### config.mk
export PLATFORM = sky130hd
export DESIGN_NAME = npu_pool_act
export DESIGN_NICKNAME = d
export VERILOG_FILES = /design/src/rtl/npu_pool_act.sv
export SDC_FILE = /design/constraint.sdc
export NUM_CORES = 1
export LEC_CHECK = 0
export CORE_MARGIN = 5
export CORE_UTILIZATION = 45
export CTS_BUF_LIST = sky130_fd_sc_hd__clkbuf_8
export CTS_CLUSTER_DIAMETER = 50
export DETAILED_ROUTE_END_ITERATION = 10
export SETUP_SLACK_MARGIN = 0.1
export SLEW_MARGIN = 20
export SYNTH_ARGS = -nofsm -noshare
export SYNTH_HDL_FRONTEND = slang
export SYNTH_SLANG_ARGS = --single-unit
### constraint.sdc
create_clock -name clk -period 7.8 [get_ports clk]
set_input_delay 1.56 -clock clk [delete_from_list [all_inputs] [get_ports clk]]
set_output_delay 1.56 -clock clk [all_outputs]
set_load 0.05 [all_outputs]
### src/rtl/npu_pool_act.sv
// Post-MAC activation path: bias add with saturation, max/average pooling with optional ReLU,
// and a small write buffer that streams pooled results to activation memory.
module npu_pool_act #(
    parameter int unsigned DATA_WIDTH = 8,
    parameter int unsigned ADDR_WIDTH = 12,
    parameter int unsigned FIFO_DEPTH = 4
) (
    input  logic                  clk,
    input  logic                  rst,
    input  logic                  layer_start,
    input  logic [2:0]            cfg_pool_len,
    input  logic                  cfg_avg,
    input  logic                  cfg_relu,
    input  logic [ADDR_WIDTH-1:0] cfg_base_addr,
    input  logic                  mac_valid,
    input  logic [DATA_WIDTH-1:0] mac_out,
    input  logic [DATA_WIDTH-1:0] bias,
    output logic                  in_ready,
    output logic                  wr_req,
    output logic [ADDR_WIDTH-1:0] wr_addr,
    output logic [DATA_WIDTH-1:0] wr_data,
    input  logic                  wr_ack,
    output logic                  act_overflow,
    output logic [7:0]            ovf_cnt
);

    localparam int unsigned PTR_W = (FIFO_DEPTH > 1) ? $clog2(FIFO_DEPTH) : 1;
    localparam int unsigned CNT_W = PTR_W + 1;
    localparam int unsigned EXT_W = DATA_WIDTH + 1;
    localparam int unsigned SUM_W = DATA_WIDTH + 2;
    localparam logic [CNT_W-1:0] READY_MAX = CNT_W'(FIFO_DEPTH - 3);

    typedef struct packed {
        logic [ADDR_WIDTH-1:0] addr;
        logic [DATA_WIDTH-1:0] data;
    } wr_entry_t;

    logic [1:0]            shift_q, shift_d;
    logic                  avg_q, relu_q;
    logic [ADDR_WIDTH-1:0] base_q;

    logic                  accept_c;
    logic [EXT_W-1:0]      raw_sum_c;
    logic                  pos_ovf_c, neg_ovf_c, sat_evt_c;
    logic [DATA_WIDTH-1:0] sat_val_c;
    logic                  s1_vld_q;
    logic signed [DATA_WIDTH-1:0] s1_q;

    logic [1:0]                   win_q, last_idx_c;
    logic signed [DATA_WIDTH-1:0] max_q, max_nx_c, pool_c;
    logic signed [SUM_W-1:0]      sum_q, sum_nx_c, s1_ext_c;
    logic [ADDR_WIDTH-1:0]        out_cnt_q;
    logic                         first_c, last_c, step_c, push_c;
    logic [DATA_WIDTH-1:0]        res_c;
    wr_entry_t                    push_entry_c;

    logic                  ovf_q;
    logic [7:0]            ovf_cnt_q;

    wr_entry_t             mem_q [FIFO_DEPTH];
    logic [PTR_W-1:0]      wptr_q, rptr_q;
    logic [CNT_W-1:0]      cnt_q;
    logic                  pop_c;
    wr_entry_t             head_c;

    // Pool length encoded as log2; illegal lengths fall back to 1.
    always_comb begin
        shift_d = 2'd0;
        case (cfg_pool_len)
            3'd2:    shift_d = 2'd1;
            3'd4:    shift_d = 2'd2;
            default: shift_d = 2'd0;
        endcase
    end

    always_ff @(posedge clk or negedge rst) begin
        if (!rst) begin
            shift_q <= 2'd0;
            avg_q   <= 1'b0;
            relu_q  <= 1'b0;
            base_q  <= '0;
        end else if (layer_start) begin
            shift_q <= shift_d;
            avg_q   <= cfg_avg;
            relu_q  <= cfg_relu;
            base_q  <= cfg_base_addr;
        end
    end

    // Stage 1: bias add, clamped to the signed data range.
    always_comb begin
        accept_c  = mac_valid & in_ready;
        raw_sum_c = {mac_out[DATA_WIDTH-1], mac_out} + {bias[DATA_WIDTH-1], bias};
        pos_ovf_c = (raw_sum_c[EXT_W-1:EXT_W-2] == 2'b01);
        neg_ovf_c = (raw_sum_c[EXT_W-1:EXT_W-2] == 2'b10);
        sat_evt_c = accept_c & (pos_ovf_c | neg_ovf_c);
        sat_val_c = raw_sum_c[DATA_WIDTH-1:0];
        if (pos_ovf_c) begin
            sat_val_c = {1'b0, {(DATA_WIDTH-1){1'b1}}};
        end else if (neg_ovf_c) begin
            sat_val_c = {1'b1, {(DATA_WIDTH-1){1'b0}}};
        end
    end

    always_ff @(posedge clk or negedge rst) begin
        if (!rst) begin
            s1_vld_q <= 1'b0;
            s1_q     <= '0;
        end else begin
            s1_vld_q <= accept_c;
            if (accept_c) begin
                s1_q <= sat_val_c;
            end
        end
    end

    // Stage 2: window accumulate; a layer_start drops the sample sitting in stage 1.
    always_comb begin
        last_idx_c = 2'((3'd1 << shift_q) - 3'd1);
        first_c    = (win_q == 2'd0);
        last_c     = (win_q == last_idx_c);
        step_c     = s1_vld_q & ~layer_start;
        push_c     = step_c & last_c;
        s1_ext_c   = {{(SUM_W-DATA_WIDTH){s1_q[DATA_WIDTH-1]}}, s1_q};

        max_nx_c = s1_q;
        if (!first_c && (max_q > s1_q)) begin
            max_nx_c = max_q;
        end
        sum_nx_c = s1_ext_c;
        if (!first_c) begin
            sum_nx_c = sum_q + s1_ext_c;
        end

        pool_c = avg_q ? DATA_WIDTH'(sum_nx_c >>> shift_q) : max_nx_c;
        res_c  = (relu_q && pool_c[DATA_WIDTH-1]) ? '0 : pool_c;

        push_entry_c.addr = base_q + out_cnt_q;
        push_entry_c.data = res_c;
    end

    always_ff @(posedge clk or negedge rst) begin
        if (!rst) begin
            win_q     <= 2'd0;
            max_q     <= '0;
            sum_q     <= '0;
            out_cnt_q <= '0;
        end else if (layer_start) begin
            win_q     <= 2'd0;
            out_cnt_q <= '0;
        end else if (step_c) begin
            max_q <= max_nx_c;
            sum_q <= sum_nx_c;
            if (last_c) begin
                win_q     <= 2'd0;
                out_cnt_q <= out_cnt_q + ADDR_WIDTH'(1);
            end else begin
                win_q <= win_q + 2'd1;
            end
        end
    end

    // Saturation bookkeeping restarts with each layer, counting a saturating first sample.
    always_ff @(posedge clk or negedge rst) begin
        if (!rst) begin
            ovf_q     <= 1'b0;
            ovf_cnt_q <= 8'd0;
        end else if (layer_start) begin
            ovf_q     <= sat_evt_c;
            ovf_cnt_q <= 8'(sat_evt_c);
        end else if (sat_evt_c) begin
            ovf_q <= 1'b1;
            if (ovf_cnt_q != 8'hFF) begin
                ovf_cnt_q <= ovf_cnt_q + 8'd1;
            end
        end
    end

    // Write buffer; in_ready keeps two slots free so pushes never meet a full buffer.
    assign pop_c = wr_ack & (cnt_q != '0);

    always_ff @(posedge clk or negedge rst) begin
        if (!rst) begin
            for (int i = 0; i < FIFO_DEPTH; i++) begin
                mem_q[i] <= '0;
            end
            wptr_q <= '0;
            rptr_q <= '0;
            cnt_q  <= '0;
        end else begin
            if (push_c) begin
                mem_q[wptr_q] <= push_entry_c;
                wptr_q        <= wptr_q + PTR_W'(1);
            end
            if (pop_c) begin
                rptr_q <= rptr_q + PTR_W'(1);
            end
            cnt_q <= cnt_q + CNT_W'(push_c) - CNT_W'(pop_c);
        end
    end

    always_comb begin
        head_c = mem_q[rptr_q];
    end

    assign in_ready     = (cnt_q <= READY_MAX);
    assign wr_req       = (cnt_q != '0);
    assign wr_addr      = head_c.addr;
    assign wr_data      = head_c.data;
    assign act_overflow = ovf_q;
    assign ovf_cnt      = ovf_cnt_q;

endmodule
==> results.sh, run 1 <==
export IMPL_status="complete, no violations"
export IMPL_cts_hold_buf=0
export IMPL_rsz0062_at_grt="false"
export IMPL_critical_path_class="primary input to flop"
export IMPL_clockBufferDepth=2
export IMPL_rows=50
export IMPL_vias=6310
export IMPL_hp_class="flop to flop"
export IMPL_synthToLayoutAreaGrowth_pct=15.2
export IMPL_cts_setup_buffers=0
export IMPL_syn_nets=936
export IMPL_globalplace_congestion=0.884
export IMPL_fin_crit_ns=4.59
export IMPL_yosysSeqAreaShare_pct=44.8
export IMPL_diodes=0
export IMPL_cpPeakStageDelay_ns=0.46
export IMPL_drc=0
export IMPL_whs_ns=0.480
export IMPL_yosysTopAreaCellShare_pct=44.8
export IMPL_clkPwrFrac_pct=16.5
export IMPL_portBuffers=68
export IMPL_overflow=0
export IMPL_die_area_mm2=0.0219
export IMPL_synth_top_cell_by_area="dfrtp_1"
export IMPL_multiInputGateArea_mm2=0.00440
export IMPL_cts_root_buffer="clkbuf_8"
export IMPL_regArea_mm2=0.00383
export IMPL_cp_arrival_ns=4.96
export IMPL_grt_pass1_vias=6460
export IMPL_tightest_slew_ns=1.08
export IMPL_cts_tree="yes"
export IMPL_drt_iter0_markers=397
export IMPL_cts_buffers=17
export IMPL_slew_violations=0
export IMPL_via_per_inst=5.51
export IMPL_max_freq_mhz=218
export IMPL_crit_chain="clkdlybuf4s50_1 > ha_1 > inv_1 > fa_1 > inv_1 > a21oi_1 > o21bai_1 > a21oi_1 > o21bai_1 > a21oi_1 > nand3_1 > o21a_1 > ha_1 > nand2_1 > nor2_1 > o2111ai_1 > or3_1 > a21oi_1"
export IMPL_clock_skew_ns=0.0104
export IMPL_hold_viol=0
export IMPL_ant_nets=0
export IMPL_startpoint_type="primary input"
export IMPL_cts_sinks=153
export IMPL_synth_warnings=0
export IMPL_syn_area_mm2=0.00855
export IMPL_core_mm2=0.0187
export IMPL_p_leak_nw=4.41
export IMPL_clkTransAtPathRegs_ns=0.08
export IMPL_drt_pass1_iterations=4
export IMPL_fin_nets=993
export IMPL_start_util_pct=45.7
export IMPL_synth_flop_cell="dfrtp_1"
export IMPL_routedWlPerCell_um=16.3
export IMPL_fin_crit_sh_pct=58.9
export IMPL_synth_avg_cell_area_um2=10.1
export IMPL_cts_resized_gates=0
export IMPL_crit_top_cell="a21oi_1"
export IMPL_hpwl_um=13400
export IMPL_p_sw_w=0.00163
export IMPL_setup_viol=0
export IMPL_drive_above_1_share_pct=12.4
export IMPL_crit_required_ns=8.16
export IMPL_yosysUniqueCellTypes=68
export IMPL_timing_slew_headroom_pct=28.2
export IMPL_irDropWorstVdd_mv=0.167
export IMPL_fillers=1666
export IMPL_crit_slowest_cell="clkdlybuf4s50_1"
export IMPL_grt_max_degree=85
export IMPL_comb_power_share_pct=50.2
export IMPL_path_buf_inv=3
export IMPL_final_common_cell="dfrtp_1"
export IMPL_htree_levels=4
export IMPL_synthArstFlopShare_pct=100
export IMPL_grt_use_total_pct=17.8
export IMPL_drv_cap=0
export IMPL_internal_power_w=0.00223
export IMPL_antenna_found_initial=0
export IMPL_critPathCaptureType="flop"
export IMPL_synth_edf_count=0
export IMPL_ios=69
export IMPL_wl_um=18600
export IMPL_crit_fanout=6
export IMPL_yosys_top_cells_area="dfrtp_1 (45%), ha_1 (7.3%), o21ai_0 (6.4%)"
export IMPL_synth_seq_cells=153
export IMPL_layout_common_cells="dfrtp_1 (153), nand2_1 (128), o21ai_0 (109)"
export IMPL_power_frac_seq_pct=33.3
export IMPL_grt_pass1_wl_um=31800
export IMPL_finalSetupTns_ns=0
export IMPL_clock_latency_ns=0.44
export IMPL_cp_top_family="compound AO/OA/AOI/OAI gates"
export IMPL_dieWidth_um=148
export IMPL_switching_share_pct=42.3
export IMPL_syn_inst=844
export IMPL_die_h_um=148
export IMPL_power_per_cell_area_mw_per_mm2=392
flip-flops by register name, summed over array words and instances (netlist names), 2 cells and up:
register	flops
cnt_q	3
win_q	2
max_q	8
shift_q	2
base_q	12
s1_q	8
out_cnt_q	12
ovf_cnt	8
wptr_q	2
rptr_q	2
sum_q	10
mem_q	80
Yosys cell counts (7+ instances only):
master / instances
a211oi_1: 11
a21o_1: 7
a21oi_1: 44
clkbuf_1: 30
dfrtp_1: 153
ha_1: 50
inv_1: 45
mux2_2: 26
mux2i_1: 9
mux4_2: 24
nand2_1: 128
nand3_1: 8
nand4_1: 8
nor2_1: 36
o21ai_0: 109
or3_1: 10
xnor2_1: 15
xor2_1: 20
through the flow:
stage / instance area, um^2 / worst slack [ns] / total power, W / cells / utilization [%]
after global placement: 9430 / 2.90 / 0.00319 / 1116 / 50.4
after floorplan: 8550 / 3.60 / 0.00272 / 844 / -
after global routing: 9850 / 2.89 / 0.00416 / 1145 / 52.6
after CTS: 9840 / 3.22 / 0.00390 / 1145 / 52.6
final: 9850 / 3.21 / 0.00386 / 1145 / 52.6
after detailed placement: 9430 / 2.73 / 0.00325 / 1116 / 50.4
area by class of cell:
type                    count  share of cell area, %
inverters                  47                   1.79
clock buffers              17                   2.38
well taps                 234                   2.97
clock inverters            12                   1.80
repair buffers             76                   7.52
multi-input cells         606                   44.6
flip-flops and latches    153                   38.9
layer usage:
layer | wire length [um] | GRT usage (%) | up-vias
li1 | - | - | 3108
met1 | 8830 | 24.7 | 3077
met2 | 8930 | 29.2 | 113
met3 | 643 | 3.34 | 12
met4 | 213 | 4.53 | 0
met5 | 0 | 0 | -
path summary, 6_finish.rpt:
| check | startpoint | end | slack [ns] | depth (start not counted) |
|---|---|---|---|---|
| worst max-delay path | mac_out[0] | ovf_cnt[5] | 3.21 | 18 |
| worst min-delay path | mem_q[5] | mem_q[5] | 0.48 | 2 |
| worst max register to register | s1_q[0] | mem_q[26] | 4.59 | 10 |
| worst min register to register | mem_q[5] | mem_q[5] | 0.48 | 2 |
| max in group asynchronous | rst | mem_q[34] | 5.48 | 2 |
| min in group asynchronous | rst | mem_q[62] | 1.12 | 1 |
logic make-up (layout without fill, tap and decap cells):
group | after synthesis | count (layout) | synth area share, %
AOI/OAI and AO/OA | 230 | 230 | 16.6
xor gates and xnor gates | 36 | 36 | 3.78
adders and majority gates | 54 | 54 | 8.25
buffers and inverters | 85 | 152 | 3.80
DFF | 153 | 153 | 44.8
muxes | 59 | 59 | 10.8
and+or+nand+nor | 227 | 227 | 12.0
tightest hold or removal path, delay by kind of cell (launching register included):
| kind | cells | cell delay [ns] |
|---|---|---|
| simple gates | 1 | 0.05 |
| compound gates | 1 | 0.06 |
| flops | 1 | 0.34 |
power groups by stage:
stage / clock network [W] / logic (W) / registers [W]
floorplan: 0 / 0.00149 / 0.00123
global placement: 0 / 0.00190 / 0.00128
detailed placement: 0 / 0.00195 / 0.00130
CTS: 0.000656 / 0.00196 / 0.00129
global route: 0.000690 / 0.00214 / 0.00133
finish: 0.000636 / 0.00194 / 0.00129
Power figures use the tool's default switching activity.
==> run 2: changes to the inputs <==
Settings changed: PLACE_DENSITY set to 0.67.
Clock period 7.8 ns to 3.8 ns, I/O delays scaled along.
==> run 2 against run 1 <==
Compared with the run above:
- sequential power rose by 100%
- first-iteration DRC count rose by 4.8%
- worst setup slack got worse by 2.8 ns
- design area rose by 1.1%
- count of clock-buffer cells in the layout rose by 1
- critical path type unchanged
- combinational power rose by 110%
- largest cell class unchanged
- register-to-register slack got worse by 3.8 ns
- utilization rose by 0.58 points
- highest routed layer unchanged
- routed wire length fell by 3.7%
- global-route usage fell by 0.65 points
- clock skew rose by 0.0011 ns
==> results.sh, run 2 (synthesized netlist as in run 1, its figures left out) <==
export IMPL_largest_reg_flops=80
export IMPL_drt_pass1_iterations=5
export IMPL_multiInputGateArea_mm2=0.00440
export IMPL_start_util_pct=45.7
export IMPL_cts_root_buffer="clkbuf_8"
export IMPL_grt_pass1_vias=6165
export IMPL_max_freq_mhz=293
export IMPL_cts_tree="yes"
export IMPL_grt_max_degree=67
export IMPL_regArea_mm2=0.00383
export IMPL_fin_crit_ns=3.41
export IMPL_clkTransAtPathRegs_ns=0.08
export IMPL_die_h_um=148
export IMPL_utilization_pct=53.2
export IMPL_p_leak_nw=4.49
export IMPL_fin_nets=1010
export IMPL_fillers=1681
export IMPL_top_register="mem_q"
export IMPL_cpPeakStageDelay_ns=0.46
export IMPL_post_place_ws_ns=-0.0837
export IMPL_cp_arrival_ns=3.79
export IMPL_timing_slew_headroom_pct=50.0
export IMPL_startpoint_type="primary input"
export IMPL_globalplace_congestion=0.813
export IMPL_crit_top_cell="a21oi_1"
export IMPL_diodes=0
export IMPL_power_w=0.00785
export IMPL_cts_buffers=17
export IMPL_slew_violations=0
export IMPL_clock_skew_ns=0.0115
export IMPL_cts_setup_buffers=0
export IMPL_hold_viol=0
export IMPL_status="complete, no violations"
export IMPL_overflow=0
export IMPL_grt_pass1_wl_um=30400
export IMPL_finalSetupTns_ns=0
export IMPL_setup_viol=0
export IMPL_cts_sinks=153
export IMPL_rsz0062_at_grt="false"
export IMPL_vias=6294
export IMPL_top_usage_layer="met2"
export IMPL_setup_ws_ns=0.392
export IMPL_startpoint="mac_out[0]"
export IMPL_cts_hold_buf=0
export IMPL_rrSetupSlack_ns=0.80
export IMPL_largest_registers="mem_q x80, base_q x12, out_cnt_q x12"
export IMPL_antenna_found_initial=0
export IMPL_htree_levels=4
export IMPL_use_met1_pct=24.1
export IMPL_hpwl_um=13200
export IMPL_crit_required_ns=4.18
export IMPL_critPathCaptureType="flop"
export IMPL_critical_path_class="primary input to flop"
export IMPL_tightest_slew_ns=0.749
export IMPL_ios=69
export IMPL_drive_above_1_share_pct=14.1
export IMPL_wl_um=17900
export IMPL_final_common_cell="dfrtp_1"
export IMPL_drt_iter0_markers=416
export IMPL_drv_cap=0
export IMPL_grtUsageMet3_pct=3.53
export IMPL_power_per_cell_area_mw_per_mm2=789
export IMPL_routedWlPerCell_um=15.4
export IMPL_irDropWorstVdd_mv=0.386
export IMPL_grt_use_total_pct=17.2
export IMPL_cts_resized_gates=0
export IMPL_dieWidth_um=148
export IMPL_clock_latency_ns=0.45
export IMPL_synthToLayoutAreaGrowth_pct=16.4
export IMPL_via_per_inst=5.40
export IMPL_crit_fanout=5
export IMPL_fin_crit_sh_pct=89.7
export IMPL_portBuffers=68
export IMPL_gr_usage_met2_pct=27.3
export IMPL_clockBufferDepth=2
export IMPL_layout_common_cells="dfrtp_1 (153), nand2_1 (128), o21ai_0 (109)"
export IMPL_die_area_mm2=0.0219
export IMPL_r2r_start="s1_q[0]"
export IMPL_hp_class="primary input to asynchronous set/reset pin"
export IMPL_crit_slowest_cell="clkdlybuf4s50_1"
export IMPL_drc=0
export IMPL_ant_nets=0
export IMPL_core_mm2=0.0187
export IMPL_rows=50
export IMPL_crit_chain="clkdlybuf4s50_1 > ha_1 > inv_1 > fa_1 > inv_1 > a21oi_1 > o21bai_1 > a21oi_1 > o21bai_1 > a21oi_1 > nand3_1 > o21a_1 > ha_1 > nand2_1 > nor2_1 > o2111ai_1 > or3_1 > a21oi_1"
==> run 2: cell types whose count changed in the layout (fill, tap and decap cells not counted) <==
| cell | delta |
|---|---|
| buf_12 | +1 |
| buf_4 | +17 |
| buf_6 | -1 |
| bufinv_16 | -2 |
| clkbuf_8 | +1 |
| clkinv_2 | +2 |
| clkinv_4 | +1 |
| inv_1 | +2 |
| inv_6 | -1 |
==> run 2: layer usage <==
layer / share of wire (%) / wire, um
met1: 49 / 8730
met2: 46 / 8260
met3: 4.1 / 742
met4: 1.0 / 187
met5: 0 / 0
==> run 2: worst max-delay path: cells and delay by family <==
family / cells / cell delay, ns
buffers and inverters: 3 / 0.58
and+or+nand+nor: 4 / 0.68
AOI/OAI and AO/OA: 8 / 1.09
adders and majority gates: 3 / 0.67
==> run 2: final cells by class <==
class	instances	share of cell area, %
multi-input cells	606	44.2
flip-flops and latches	153	38.5
well taps	234	2.94
clock buffers	18	2.49
clock inverters	14	1.36
inverters	47	1.77
repair buffers	93	8.81
==> run 2: where the power goes <==
group | internal, W | total, W | switching, W | leakage [nW]
registers | 0.00221 | 0.00258 | 0.000371 | 1.95
clock network | 0.000594 | 0.00120 | 0.000606 | 0.209
logic | 0.00171 | 0.00407 | 0.00237 | 2.33
total | 0.00451 | 0.00785 | 0.00334 | 4.49
==> run 2: final timing paths <==
kind / endpoint / depth (start not counted)
max in group asynchronous: mem_q[36] / 2
hold reg to reg: mem_q[72] / 2
setup reg to reg: mem_q[6] / 10
setup / recovery: ovf_cnt[5] / 18
min in group clk: mem_q[72] / 2
hold / removal: mem_q[64] / 1
==> run 2: per-stage QoR <==
stage	cell area (um^2)	cells	hold slack, ns
CTS	9950	1165	0.263
global placement	9570	1133	0.458
floorplan	8550	844	0.445
detailed placement	9570	1133	0.467
global route	9950	1165	0.293
finish	9950	1165	0.267
